==> src/rtl/axil_slave_ctrl_if.sv <==
// AXI4-Lite bus bundle between host/bench (master) and axil_slave_ctrl (slave).
// A channel transfers on every rising clk edge where valid && ready; the source holds payload stable while valid is high.
interface axil_slave_ctrl_if #(
    parameter int ADDR_WIDTH = 13,
    parameter int DATA_WIDTH = 32
);
    logic [ADDR_WIDTH-1:0] awaddr;
    logic                  awvalid;
    logic                  awready;
    logic [DATA_WIDTH-1:0] wdata;
    logic                  wvalid;
    logic                  wready;
    logic [1:0]            bresp;
    logic                  bvalid;
    logic                  bready;
    logic [ADDR_WIDTH-1:0] araddr;
    logic                  arvalid;
    logic                  arready;
    logic [DATA_WIDTH-1:0] rdata;
    logic [1:0]            rresp;
    logic                  rvalid;
    logic                  rready;

    modport slave (
        input  awaddr, awvalid, wdata, wvalid, bready, araddr, arvalid, rready,
        output awready, wready, bresp, bvalid, arready, rdata, rresp, rvalid
    );

    modport master (
        output awaddr, awvalid, wdata, wvalid, bready, araddr, arvalid, rready,
        input  awready, wready, bresp, bvalid, arready, rdata, rresp, rvalid
    );
endinterface

==> src/rtl/axil_slave_ctrl.sv <==
// AXI4-Lite responder turning each transaction into one single-issue cfg register-bus access.
// Optional read timeout with SLVERR response: define AXIL_SLAVE_TIMEOUT_EN.
module axil_slave_ctrl #(
    parameter int ADDR_WIDTH = 13,
    parameter int DATA_WIDTH = 32,
    parameter int RD_TIMEOUT = 16
) (
    input  logic                  clk,
    input  logic                  reset_n,
    axil_slave_ctrl_if.slave      axi4_slave,
    output logic                  cfg_wr_en,
    output logic [ADDR_WIDTH-1:0] cfg_wr_addr,
    output logic [DATA_WIDTH-1:0] cfg_wr_data,
    output logic                  cfg_rd_en,
    output logic [ADDR_WIDTH-1:0] cfg_rd_addr,
    input  logic [DATA_WIDTH-1:0] cfg_rd_data,
    input  logic                  cfg_rd_data_valid,
    output logic [1:0]            dbg_wr_state,
    output logic [1:0]            dbg_rd_state
);
    typedef enum logic [1:0] {W_IDLE = 2'd0, W_ISSUE = 2'd1, W_RESP = 2'd2} wr_state_t;
    typedef enum logic [1:0] {R_IDLE = 2'd0, R_ISSUE = 2'd1, R_WAIT = 2'd2, R_RESP = 2'd3} rd_state_t;

    localparam logic [1:0] RESP_OKAY   = 2'b00;
    localparam logic [1:0] RESP_SLVERR = 2'b10;

    wr_state_t             wr_state;
    rd_state_t             rd_state;
    logic                  awready_q, wready_q, bvalid_q;
    logic                  aw_held, w_held;
    logic                  arready_q, rvalid_q;
    logic [DATA_WIDTH-1:0] rdata_q;
    logic [1:0]            rresp_q;
    logic                  aw_fire, w_fire, aw_have, w_have, wr_go, ar_fire;

    assign aw_fire = axi4_slave.awvalid & awready_q;
    assign w_fire  = axi4_slave.wvalid & wready_q;
    assign aw_have = aw_held | aw_fire;
    assign w_have  = w_held | w_fire;
    assign wr_go   = (wr_state == W_IDLE) & aw_have & w_have;
    assign ar_fire = axi4_slave.arvalid & arready_q;

    assign axi4_slave.awready = awready_q;
    assign axi4_slave.wready  = wready_q;
    assign axi4_slave.bvalid  = bvalid_q;
    assign axi4_slave.bresp   = RESP_OKAY;
    assign axi4_slave.arready = arready_q;
    assign axi4_slave.rvalid  = rvalid_q;
    assign axi4_slave.rdata   = rdata_q;
    assign axi4_slave.rresp   = rresp_q;
    assign dbg_wr_state       = wr_state;
    assign dbg_rd_state       = rd_state;

    // cfg_wr_addr/cfg_wr_data double as the AW/W holding registers.
    always_ff @(posedge clk or negedge reset_n) begin
        if (!reset_n) begin
            wr_state    <= W_IDLE;
            awready_q   <= 1'b0;
            wready_q    <= 1'b0;
            aw_held     <= 1'b0;
            w_held      <= 1'b0;
            bvalid_q    <= 1'b0;
            cfg_wr_en   <= 1'b0;
            cfg_wr_addr <= '0;
            cfg_wr_data <= '0;
        end else begin
            cfg_wr_en <= 1'b0;
            case (wr_state)
                W_IDLE: begin
                    if (aw_fire) cfg_wr_addr <= axi4_slave.awaddr;
                    if (w_fire)  cfg_wr_data <= axi4_slave.wdata;
                    if (wr_go) begin
                        wr_state  <= W_ISSUE;
                        cfg_wr_en <= 1'b1;
                        aw_held   <= 1'b0;
                        w_held    <= 1'b0;
                        awready_q <= 1'b0;
                        wready_q  <= 1'b0;
                    end else begin
                        aw_held   <= aw_have;
                        w_held    <= w_have;
                        awready_q <= ~aw_have;
                        wready_q  <= ~w_have;
                    end
                end
                W_ISSUE: begin
                    wr_state <= W_RESP;
                    bvalid_q <= 1'b1;
                end
                W_RESP: begin
                    if (axi4_slave.bready) begin
                        bvalid_q  <= 1'b0;
                        wr_state  <= W_IDLE;
                        awready_q <= 1'b1;
                        wready_q  <= 1'b1;
                    end
                end
                default: wr_state <= W_IDLE;
            endcase
        end
    end

`ifdef AXIL_SLAVE_TIMEOUT_EN
    localparam int CNT_W = $clog2(RD_TIMEOUT + 1);
    logic [CNT_W-1:0] rd_cnt;
`endif

    // A read entering R_ISSUE alongside a write stays there one extra cycle before strobing.
    always_ff @(posedge clk or negedge reset_n) begin
        if (!reset_n) begin
            rd_state    <= R_IDLE;
            arready_q   <= 1'b0;
            cfg_rd_en   <= 1'b0;
            cfg_rd_addr <= '0;
            rvalid_q    <= 1'b0;
            rdata_q     <= '0;
            rresp_q     <= RESP_OKAY;
`ifdef AXIL_SLAVE_TIMEOUT_EN
            rd_cnt      <= '0;
`endif
        end else begin
            case (rd_state)
                R_IDLE: begin
                    if (ar_fire) begin
                        cfg_rd_addr <= axi4_slave.araddr;
                        arready_q   <= 1'b0;
                        rd_state    <= R_ISSUE;
                        cfg_rd_en   <= ~wr_go;
                    end else begin
                        arready_q <= 1'b1;
                    end
                end
                R_ISSUE: begin
                    if (cfg_rd_en) begin
                        cfg_rd_en <= 1'b0;
                        rd_state  <= R_WAIT;
`ifdef AXIL_SLAVE_TIMEOUT_EN
                        rd_cnt    <= '0;
`endif
                    end else begin
                        cfg_rd_en <= 1'b1;
                    end
                end
                R_WAIT: begin
                    if (cfg_rd_data_valid) begin
                        rdata_q  <= cfg_rd_data;
                        rresp_q  <= RESP_OKAY;
                        rvalid_q <= 1'b1;
                        rd_state <= R_RESP;
`ifdef AXIL_SLAVE_TIMEOUT_EN
                    end else if (rd_cnt == CNT_W'(RD_TIMEOUT - 1)) begin
                        rdata_q  <= DATA_WIDTH'(32'hDEAD_BEEF);
                        rresp_q  <= RESP_SLVERR;
                        rvalid_q <= 1'b1;
                        rd_state <= R_RESP;
                    end else begin
                        rd_cnt <= rd_cnt + 1'b1;
`endif
                    end
                end
                R_RESP: begin
                    if (axi4_slave.rready) begin
                        rvalid_q  <= 1'b0;
                        rd_state  <= R_IDLE;
                        arready_q <= 1'b1;
                    end
                end
                default: rd_state <= R_IDLE;
            endcase
        end
    end
endmodule

==> src/flat_wrapper.sv <==
// flat-port wrapper written by rule: the top's interface ports become plain ports
module axil_slave_ctrl_flat 
#(
    parameter int ADDR_WIDTH = 13,
    parameter int DATA_WIDTH = 32,
    parameter int RD_TIMEOUT = 16
)
  (clk, reset_n, cfg_wr_en, cfg_wr_addr, cfg_wr_data, cfg_rd_en, cfg_rd_addr, cfg_rd_data, cfg_rd_data_valid, dbg_wr_state, dbg_rd_state, axi4_slave_awaddr, axi4_slave_awvalid, axi4_slave_wdata, axi4_slave_wvalid, axi4_slave_bready, axi4_slave_araddr, axi4_slave_arvalid, axi4_slave_rready, axi4_slave_awready, axi4_slave_wready, axi4_slave_bresp, axi4_slave_bvalid, axi4_slave_arready, axi4_slave_rdata, axi4_slave_rresp, axi4_slave_rvalid);
  axil_slave_ctrl_if #(.ADDR_WIDTH(ADDR_WIDTH), .DATA_WIDTH(DATA_WIDTH)) axi4_slave_i ();
  input  logic clk;
  input  logic reset_n;
  output logic cfg_wr_en;
  output logic [ADDR_WIDTH-1:0] cfg_wr_addr;
  output logic [DATA_WIDTH-1:0] cfg_wr_data;
  output logic cfg_rd_en;
  output logic [ADDR_WIDTH-1:0] cfg_rd_addr;
  input  logic [DATA_WIDTH-1:0] cfg_rd_data;
  input  logic cfg_rd_data_valid;
  output logic [1:0] dbg_wr_state;
  output logic [1:0] dbg_rd_state;
  input wire logic [$bits(axi4_slave_i.awaddr)-1:0] axi4_slave_awaddr;
  input wire logic [$bits(axi4_slave_i.awvalid)-1:0] axi4_slave_awvalid;
  input wire logic [$bits(axi4_slave_i.wdata)-1:0] axi4_slave_wdata;
  input wire logic [$bits(axi4_slave_i.wvalid)-1:0] axi4_slave_wvalid;
  input wire logic [$bits(axi4_slave_i.bready)-1:0] axi4_slave_bready;
  input wire logic [$bits(axi4_slave_i.araddr)-1:0] axi4_slave_araddr;
  input wire logic [$bits(axi4_slave_i.arvalid)-1:0] axi4_slave_arvalid;
  input wire logic [$bits(axi4_slave_i.rready)-1:0] axi4_slave_rready;
  output wire logic [$bits(axi4_slave_i.awready)-1:0] axi4_slave_awready;
  output wire logic [$bits(axi4_slave_i.wready)-1:0] axi4_slave_wready;
  output wire logic [$bits(axi4_slave_i.bresp)-1:0] axi4_slave_bresp;
  output wire logic [$bits(axi4_slave_i.bvalid)-1:0] axi4_slave_bvalid;
  output wire logic [$bits(axi4_slave_i.arready)-1:0] axi4_slave_arready;
  output wire logic [$bits(axi4_slave_i.rdata)-1:0] axi4_slave_rdata;
  output wire logic [$bits(axi4_slave_i.rresp)-1:0] axi4_slave_rresp;
  output wire logic [$bits(axi4_slave_i.rvalid)-1:0] axi4_slave_rvalid;
  assign axi4_slave_i.awaddr = axi4_slave_awaddr;
  assign axi4_slave_i.awvalid = axi4_slave_awvalid;
  assign axi4_slave_i.wdata = axi4_slave_wdata;
  assign axi4_slave_i.wvalid = axi4_slave_wvalid;
  assign axi4_slave_i.bready = axi4_slave_bready;
  assign axi4_slave_i.araddr = axi4_slave_araddr;
  assign axi4_slave_i.arvalid = axi4_slave_arvalid;
  assign axi4_slave_i.rready = axi4_slave_rready;
  assign axi4_slave_awready = axi4_slave_i.awready;
  assign axi4_slave_wready = axi4_slave_i.wready;
  assign axi4_slave_bresp = axi4_slave_i.bresp;
  assign axi4_slave_bvalid = axi4_slave_i.bvalid;
  assign axi4_slave_arready = axi4_slave_i.arready;
  assign axi4_slave_rdata = axi4_slave_i.rdata;
  assign axi4_slave_rresp = axi4_slave_i.rresp;
  assign axi4_slave_rvalid = axi4_slave_i.rvalid;
  axil_slave_ctrl #(.ADDR_WIDTH(ADDR_WIDTH), .DATA_WIDTH(DATA_WIDTH), .RD_TIMEOUT(RD_TIMEOUT)) u_core (.clk(clk), .reset_n(reset_n), .axi4_slave(axi4_slave_i), .cfg_wr_en(cfg_wr_en), .cfg_wr_addr(cfg_wr_addr), .cfg_wr_data(cfg_wr_data), .cfg_rd_en(cfg_rd_en), .cfg_rd_addr(cfg_rd_addr), .cfg_rd_data(cfg_rd_data), .cfg_rd_data_valid(cfg_rd_data_valid), .dbg_wr_state(dbg_wr_state), .dbg_rd_state(dbg_rd_state));
endmodule
==> config.mk <==
export PLATFORM = sky130hd
export DESIGN_NAME = axil_slave_ctrl_flat
export DESIGN_NICKNAME = d
export VERILOG_FILES = /design/src/rtl/axil_slave_ctrl_if.sv /design/src/rtl/axil_slave_ctrl.sv /design/src/flat_wrapper.sv
export SDC_FILE = /design/constraint.sdc
export NUM_CORES = 1
export LEC_CHECK = 0
export BUFFER_PORTS_ARGS = -buffer_cell sky130_fd_sc_hd__buf_2
export CAP_MARGIN = 30
export CORE_UTILIZATION = 30
export CTS_BUF_LIST = sky130_fd_sc_hd__clkbuf_16
export CTS_CLUSTER_DIAMETER = 60
export DETAILED_ROUTE_END_ITERATION = 10
export SYNTH_ARGS = -nofsm -noshare
export SYNTH_HDL_FRONTEND = slang
export SYNTH_SLANG_ARGS = --single-unit
==> constraint.sdc <==
create_clock -name clk -period 3.3 [get_ports clk]
set_clock_uncertainty 0.1 [all_clocks]
set_input_delay 0.66 -clock clk [delete_from_list [all_inputs] [get_ports clk]]
set_output_delay 0.66 -clock clk [all_outputs]
set_load 0.02 [all_outputs]
==> metrics.csv, run 1 <==
stage,metric,value,unit
outcome,status,"finished, final reports clean",
place,dp_hpwl,6.50,mm
floorplan,start_util,30.7,%
cts,cts_tree,yes,
place,place.gp.congestion,0.738,
timing,setup_tns,0,ns
final_layout,nNetsFinal,560,
yosys,synth_area_per_cell,15.9,sq um
floorplan,boundaryPins,203,
timing,tightest_slew,0.702,ns
yosys,synth-compound-area-share,3.67,%
detailed_routing,drt_wl_total,8.64,mm
global_routing,first_global_vias,2947,
global_routing,grt_pass1_wl,14.6,mm
timing,period_needed,2.08,ns
yosys,synth_top_area_share,63.5,%
critical_path,criticalPathCategory,flip-flop to flip-flop,
flow_run,maxCapViolCount,0,
cts,cts_resized,0,
detailed_routing,drt-pass1-iter-count,4,
yosys,ys_seq_area_share,63.5,%
detailed_routing,vias,2791,
power,p_leak,2.72,nW
yosys,synth_xor_area_share,0,%
global_routing,grt_max_degree,55,
cts,cts-root-buf,clkbuf_16,
final_layout,finish.utilization,42.2,%
place,portBuffers,198,
global_routing,overflow,0,
yosys,yosys.area.top_type,dfrtp_1,
power,power.density_cell_area,1130,nW/um^2
timing,min_period_over_period,62.9,%
yosys,yosysWarnings,0,
final_layout,syn_to_final_growth,37.6,%
cts,path_clk_slew,0.07,ns
yosys,synth_cell_types,27,
cts,clock_latency,0.34,ns
floorplan,die_area,14000,sq um
yosys,synthesis.area,4060,sq um
floorplan,core-area,13200,sq um
cts,cts_post_setup_buffers_inserted,0,
final_layout,diodes,0,
power,p_total,6.29,mW
timing,relSlewSlack,53.2,%
cts,clock-sinks,103,
timing,timing.fmax,0.482,GHz
yosys,synth_cells,256,
yosys,synthMuxAreaShare,25.5,%
cts,cts_buffers,9,
timing,finalHoldViolCount,0,
cts,htree_levels,3,
worst_hold_path,hold_class,primary input to asynchronous set/reset pin,
timing,rsz0062_at_grt,no,
detailed_routing,wl_per_cell,13.5,um
cts,clock_path_buffers,2,
floorplan,dieWidth,118,um
global_routing,track_usage,13.3,%
detailed_routing,drt_iter0_markers,98,
detailed_routing,ant_nets,0,
final_layout,drive_above_1_share,67.2,%
floorplan,num_rows,42,
timing,setup_viol_count_final,0,
yosys,synth-simple-area-share,3.14,%
yosys,synth_top_family_by_area,multiplexers,
critical_path,start_kind,flip-flop,
critical_path,endpoint_kind,flip-flop,
critical_path,required,3.43,ns
power,ir_worst_vdd,0.000372,V
yosys,synth-seq-cells,103,
cts,hold_buffers,0,
critical_path,crit_path_max_fanout,23,
detailed_routing,via_per_inst,4.37,
yosys,synthTopCellsByArea,"dfrtp_1, mux2_2, ha_1",
global_routing,antenna_found_initial,1,
floorplan,dieHeight,118,um
critical_path,arrival,2.21,ns
yosys,yosys.area_share.adder,1.23,%
detailed_routing,route.detailed.drc,0,
timing,finalMaxSlewViolations,0,
==> Yosys cell counts (all sizes together) <==
cell type,number
nor2b,4
a21bo,1
or4,1
inv,4
nand3,1
nor3,2
buf,14
nand2b,1
o32a,4
mux2i,1
nand3b,2
nand2,5
nor4,2
o21ai,6
and3,1
a2111oi,1
mux2,91
ha,4
o32ai,1
o21a,1
conb,1
dfrtp,103
a21oi,5
==> placed cells by master, fill, tap and decap left out, types with 5 or more instances in the layout <==
| cell type | instances |
|---|---|
| buf_2 | 197 |
| dfrtp_1 | 103 |
| mux2_2 | 89 |
| clkbuf_16 | 9 |
| o21ai_0 | 6 |
| inv_1 | 5 |
| a21oi_1 | 5 |
| nand2_1 | 5 |
==> final timing paths <==
path | to | cells after the start | slack, ns | start
min | u_core.aw_held | 1 | 0.26 | reset_n
min reg2reg | u_core.cfg_wr_data[30] | 1 | 0.38 | u_core.cfg_wr_data[30]
min in group clk | u_core.cfg_wr_data[30] | 1 | 0.38 | u_core.cfg_wr_data[30]
max | u_core.cfg_wr_data[7] | 3 | 1.22 | u_core.dbg_wr_state[0]
max in group asynchronous | u_core.cfg_wr_data[5] | 2 | 2.13 | reset_n
max reg2reg | u_core.cfg_wr_data[7] | 3 | 1.22 | u_core.dbg_wr_state[0]
==> per-layer routing <==
metal | part of all wire (%) | track usage (%)
met1 | 42 | 16.2
met3 | 7.5 | 4.15
met4 | 1.8 | 6.49
met2 | 49 | 21.3
met5 | 0 | 0
==> report_power, final <==
part           internal (mW)  switching (mW)  total [mW]
clock network          0.814           0.459        1.27
logic                   1.21            1.53        2.75
registers               1.91           0.361        2.27
==> registers in the layout (all words and copies together) (netlist names) <==
register,cells
u_core.w_held,1
u_core.dbg_rd_state,2
u_core.axi4_slave.arready,1
u_core.cfg_wr_data,32
u_core.aw_held,1
u_core.dbg_wr_state,2
u_core.cfg_wr_addr,13
u_core.cfg_wr_en,1
u_core.axi4_slave.awready,1
u_core.axi4_slave.rdata,32
u_core.axi4_slave.wready,1
u_core.cfg_rd_addr,13
u_core.cfg_rd_en,1
u_core.axi4_slave.rvalid,1
u_core.axi4_slave.bvalid,1
==> per-stage QoR <==
stage	setup WS (ns)	hold slack [ns]	std cells	area [sq um]
6_report	1.22	0.257	639	5590
5_1_grt	1.07	0.322	639	5590
4_1_cts	1.19	0.286	639	5590
3_5_place_dp	0.991	0.369	623	5230
3_3_place_gp	1.03	0.366	623	5230
2_1_floorplan	1.48	0.264	259	4070
==> logic make-up after synthesis <==
logic type,after synthesis
AOI/OAI and AO/OA,19
adders and majority gates,4
buffers and inverters,18
DFF,103
muxes,92
other,1
and+or+nand+nor,19
==> critical path: stages (launching register included) <==
cell and delay (ns):
dfrtp_1 0.53, nor3_4 0.54, buf_4 0.41, mux2_2 0.38
==> area by class of cell <==
class,count,area [sq um]
clock inverters,7,136
well taps,176,220
flip-flops and latches,103,2580
multi-input cells,138,1380
fillers,1299,7660
repair buffers,202,1040
inverters,4,15.0
clock buffers,9,225
No activity file was read; power rests on OpenSTA's default activity.
==> inputs of run 2 (changes only) <==
--- a/config.mk
+++ b/config.mk
@@ -5,6 +5,7 @@
 export SDC_FILE = /design/constraint.sdc
 export NUM_CORES = 1
 export LEC_CHECK = 0
+export ABC_AREA = 1
 export BUFFER_PORTS_ARGS = -buffer_cell sky130_fd_sc_hd__buf_2
 export CAP_MARGIN = 30
 export CORE_UTILIZATION = 30
==> constraint.sdc (replaced) <==
create_clock -name clk -period 1.69 [get_ports clk]
set_clock_uncertainty 0.1 [all_clocks]
set_input_delay 0.338 -clock clk [delete_from_list [all_inputs] [get_ports clk]]
set_output_delay 0.338 -clock clk [all_outputs]
set_load 0.02 [all_outputs]
==> run 2 against run 1 <==
Net effect:
- worst hold slack got worse by 0.16 ns
- area after synthesis up 2.1%
- sequential share of layout area decreased by 0.48 points
- non-clock buffer count increased by 4
- setup slack lost 1.1 ns
- largest cell class unchanged
- wire length increased by 9.4%
- critical endpoint is now u_core.cfg_rd_addr[9]
- combinational power up 100%
- highest routed layer unchanged
- die area increased by 2.1%
- count of clock-buffer cells in the layout did not move
- flip-flop and latch count stayed put
- largest power group unchanged
- via count rose by 15%
- sequential power is 90% higher
==> metrics.csv, run 2 <==
stage,metric,value,unit
global_routing,grtUsageMet2,22.3,%
floorplan,die_area,14300,sq um
cts,clock_latency,0.34,ns
yosys,synthFlopType,dfrtp_1,
cts,htree_levels,3,
cts,path_clk_slew,0.07,ns
timing,fin_ws,0.126,ns
global_routing,met1_usage,16.8,%
global_routing,antenna_found_initial,1,
yosys,synth_common_cells,"nand2_1, dfrtp_1, mux2_2",
floorplan,core-area,13300,sq um
place,portBuffers,198,
critical_path,start_kind,flip-flop,
global_routing,met3_usage,5.18,%
power,p_total,11.8,mW
final_layout,layout_commonest_cell,buf_2,
flow_run,maxCapViolCount,0,
critical_path,arrival,1.69,ns
critical_path,criticalPathCategory,flip-flop to flip-flop,
place,placed_area,5360,sq um
detailed_routing,route.detailed.drc,0,
detailed_routing,wl_per_cell,12.5,um
floorplan,num_rows,42,
detailed_routing,drt-pass1-iter-count,4,
final_layout,nNetsFinal,678,
power,ir_worst_vdd,0.000971,V
critical_path,required,1.81,ns
timing,tightest_slew,0.547,ns
final_layout,diodes,0,
timing,rsz0062_at_grt,no,
yosys,ys_seq_area_share,62.2,%
timing,timing.fmax,0.639,GHz
detailed_routing,via_per_inst,4.24,
yosys,synth_edf_count,0,
power,power.density_cell_area,2090,nW/um^2
global_routing,overflow,0,
timing,relSlewSlack,63.5,%
worst_hold_path,hold_class,primary input to flip-flop,
critical_path,crit_path_max_fanout,13,
detailed_routing,vias,3201,
final_layout,syn_to_final_growth,36.1,%
timing,setup_viol_count_final,0,
timing,min_period_over_period,92.5,%
yosys,synth_top_area_share,62.2,%
yosys,synth-seq-cells,103,
power,p_leak,3.15,nW
floorplan,dieWidth,120,um
timing,finalHoldViolCount,0,
timing,setup_tns,0,ns
global_routing,track_usage,13.7,%
outcome,status,"finished, final reports clean",
detailed_routing,ant_nets,0,
global_routing,first_global_vias,3235,
detailed_routing,drt_wl_total,9.46,mm
place,place.gp.congestion,0.780,
detailed_routing,drt_iter0_markers,84,
place,dp_hpwl,7.03,mm
cts,clock-sinks,103,
place,pre_cts_ws,0.0767,ns
cts,cts_tree,yes,
timing,finalMaxSlewViolations,0,
floorplan,dieHeight,120,um
yosys,synthesis.area,4150,sq um
final_layout,final_cell_mix,"buf_2, nand2_1, dfrtp_1",
final_layout,final_area,5650,sq um
cts,cts_buffers,9,
global_routing,grt_max_degree,45,
yosys,synth_cells,372,
global_routing,grt.busiest_layer,met2,
yosys,synthTopCellsByArea,"dfrtp_1, nand2_1, mux2_2",
critical_path,endpoint_kind,flip-flop,
cts,clock_path_buffers,2,
yosys,postSynth.asyncResetShare,100,%
floorplan,start_util,31.1,%
yosys,synth_area_per_cell,11.1,sq um
yosys,synth.most_common_cell,nand2_1,
final_layout,drive_above_1_share,47.2,%
floorplan,boundaryPins,203,
yosys,yosys.area.top_type,dfrtp_1,
global_routing,grt_pass1_wl,15.3,mm
cts,cts-root-buf,clkbuf_16,
timing,period_needed,1.56,ns
timing,whs,0.0950,ns
yosys,synth_cell_types,22,
yosys,yosysWarnings,0,
[run 2: cell count changes after synthesis, moves of 10 or more]
cell	before	now
inv_1	4	16
mux2_2	89	35
mux2_4	0	10
nand2_1	5	157
[run 2: cell type report]
class	instances	area, sq um
clock buffers	9	225
clock inverters	5	52.6
fillers	1306	7700
inverters	19	73.8
multi-input cells	237	1380
flip-flops and latches	103	2580
well taps	176	220
repair buffers	206	1120
[run 2: critical path, stage by stage (launching register included)]
cell	delay, ns
dfrtp_1	0.42
inv_1	0.11
ha_2	0.24
nand3_2	0.11
buf_12	0.17
mux2_4	0.29
[run 2: worst paths after layout]
kind	startpoint	endpoint	cells after the start	slack, ns
worst max-delay path	u_core.dbg_rd_state[1]	u_core.cfg_rd_addr[9]	5	0.13
worst min-delay path	axi4_slave_awaddr[4]	u_core.cfg_wr_addr[4]	3	0.09
worst max register to register	u_core.dbg_rd_state[1]	u_core.cfg_rd_addr[9]	5	0.13
worst min register to register	u_core.cfg_wr_data[28]	u_core.cfg_wr_data[28]	2	0.37
max in group asynchronous	reset_n	u_core.cfg_wr_data[5]	3	0.61
min in group asynchronous	reset_n	u_core.axi4_slave.rdata[23]	2	0.34
[run 2: logic make-up (layout without fill, tap and decap cells)]
logic type | count (synthesis) | in the layout | share of synthesized area, %
buf+inv | 35 | 239 | 4.95
other cells | 1 | 4 | 0.0904
flops | 103 | 103 | 62.2
mux | 45 | 45 | 13.1
simple gates | 170 | 170 | 16.7
compound gates | 14 | 14 | 1.72
fa+ha+maj | 4 | 4 | 1.21
[run 2: routing by layer]
metal	routed length (um)	vias up
met5	0	-
met4	116	0
met3	754	9
met2	4530	127
met1	4060	1503
li1	-	1562
[run 2: power by group]
part           switching, mW  leakage, nW  internal (mW)
sequential             0.627         1.25           3.69
combinational           3.38         1.77           2.13
clock                  0.843        0.132           1.12
total                   4.85         3.15           6.94
[run 2: what timing repair did]
action | in CTS | in global routing
hold buffers | 1 | 0
setup endpoints to repair | 0 | 13
gates resized for setup | 0 | 2
setup buffers | 0 | 0
hold endpoints to repair | 20 | 0
[run 2: stage by stage]
stage,cells,util [%]
6_report,755,42.3
5_1_grt,755,42.3
4_1_cts,755,42.3
3_5_place_dp,740,40.1
3_3_place_gp,740,40.1
2_1_floorplan,375,-
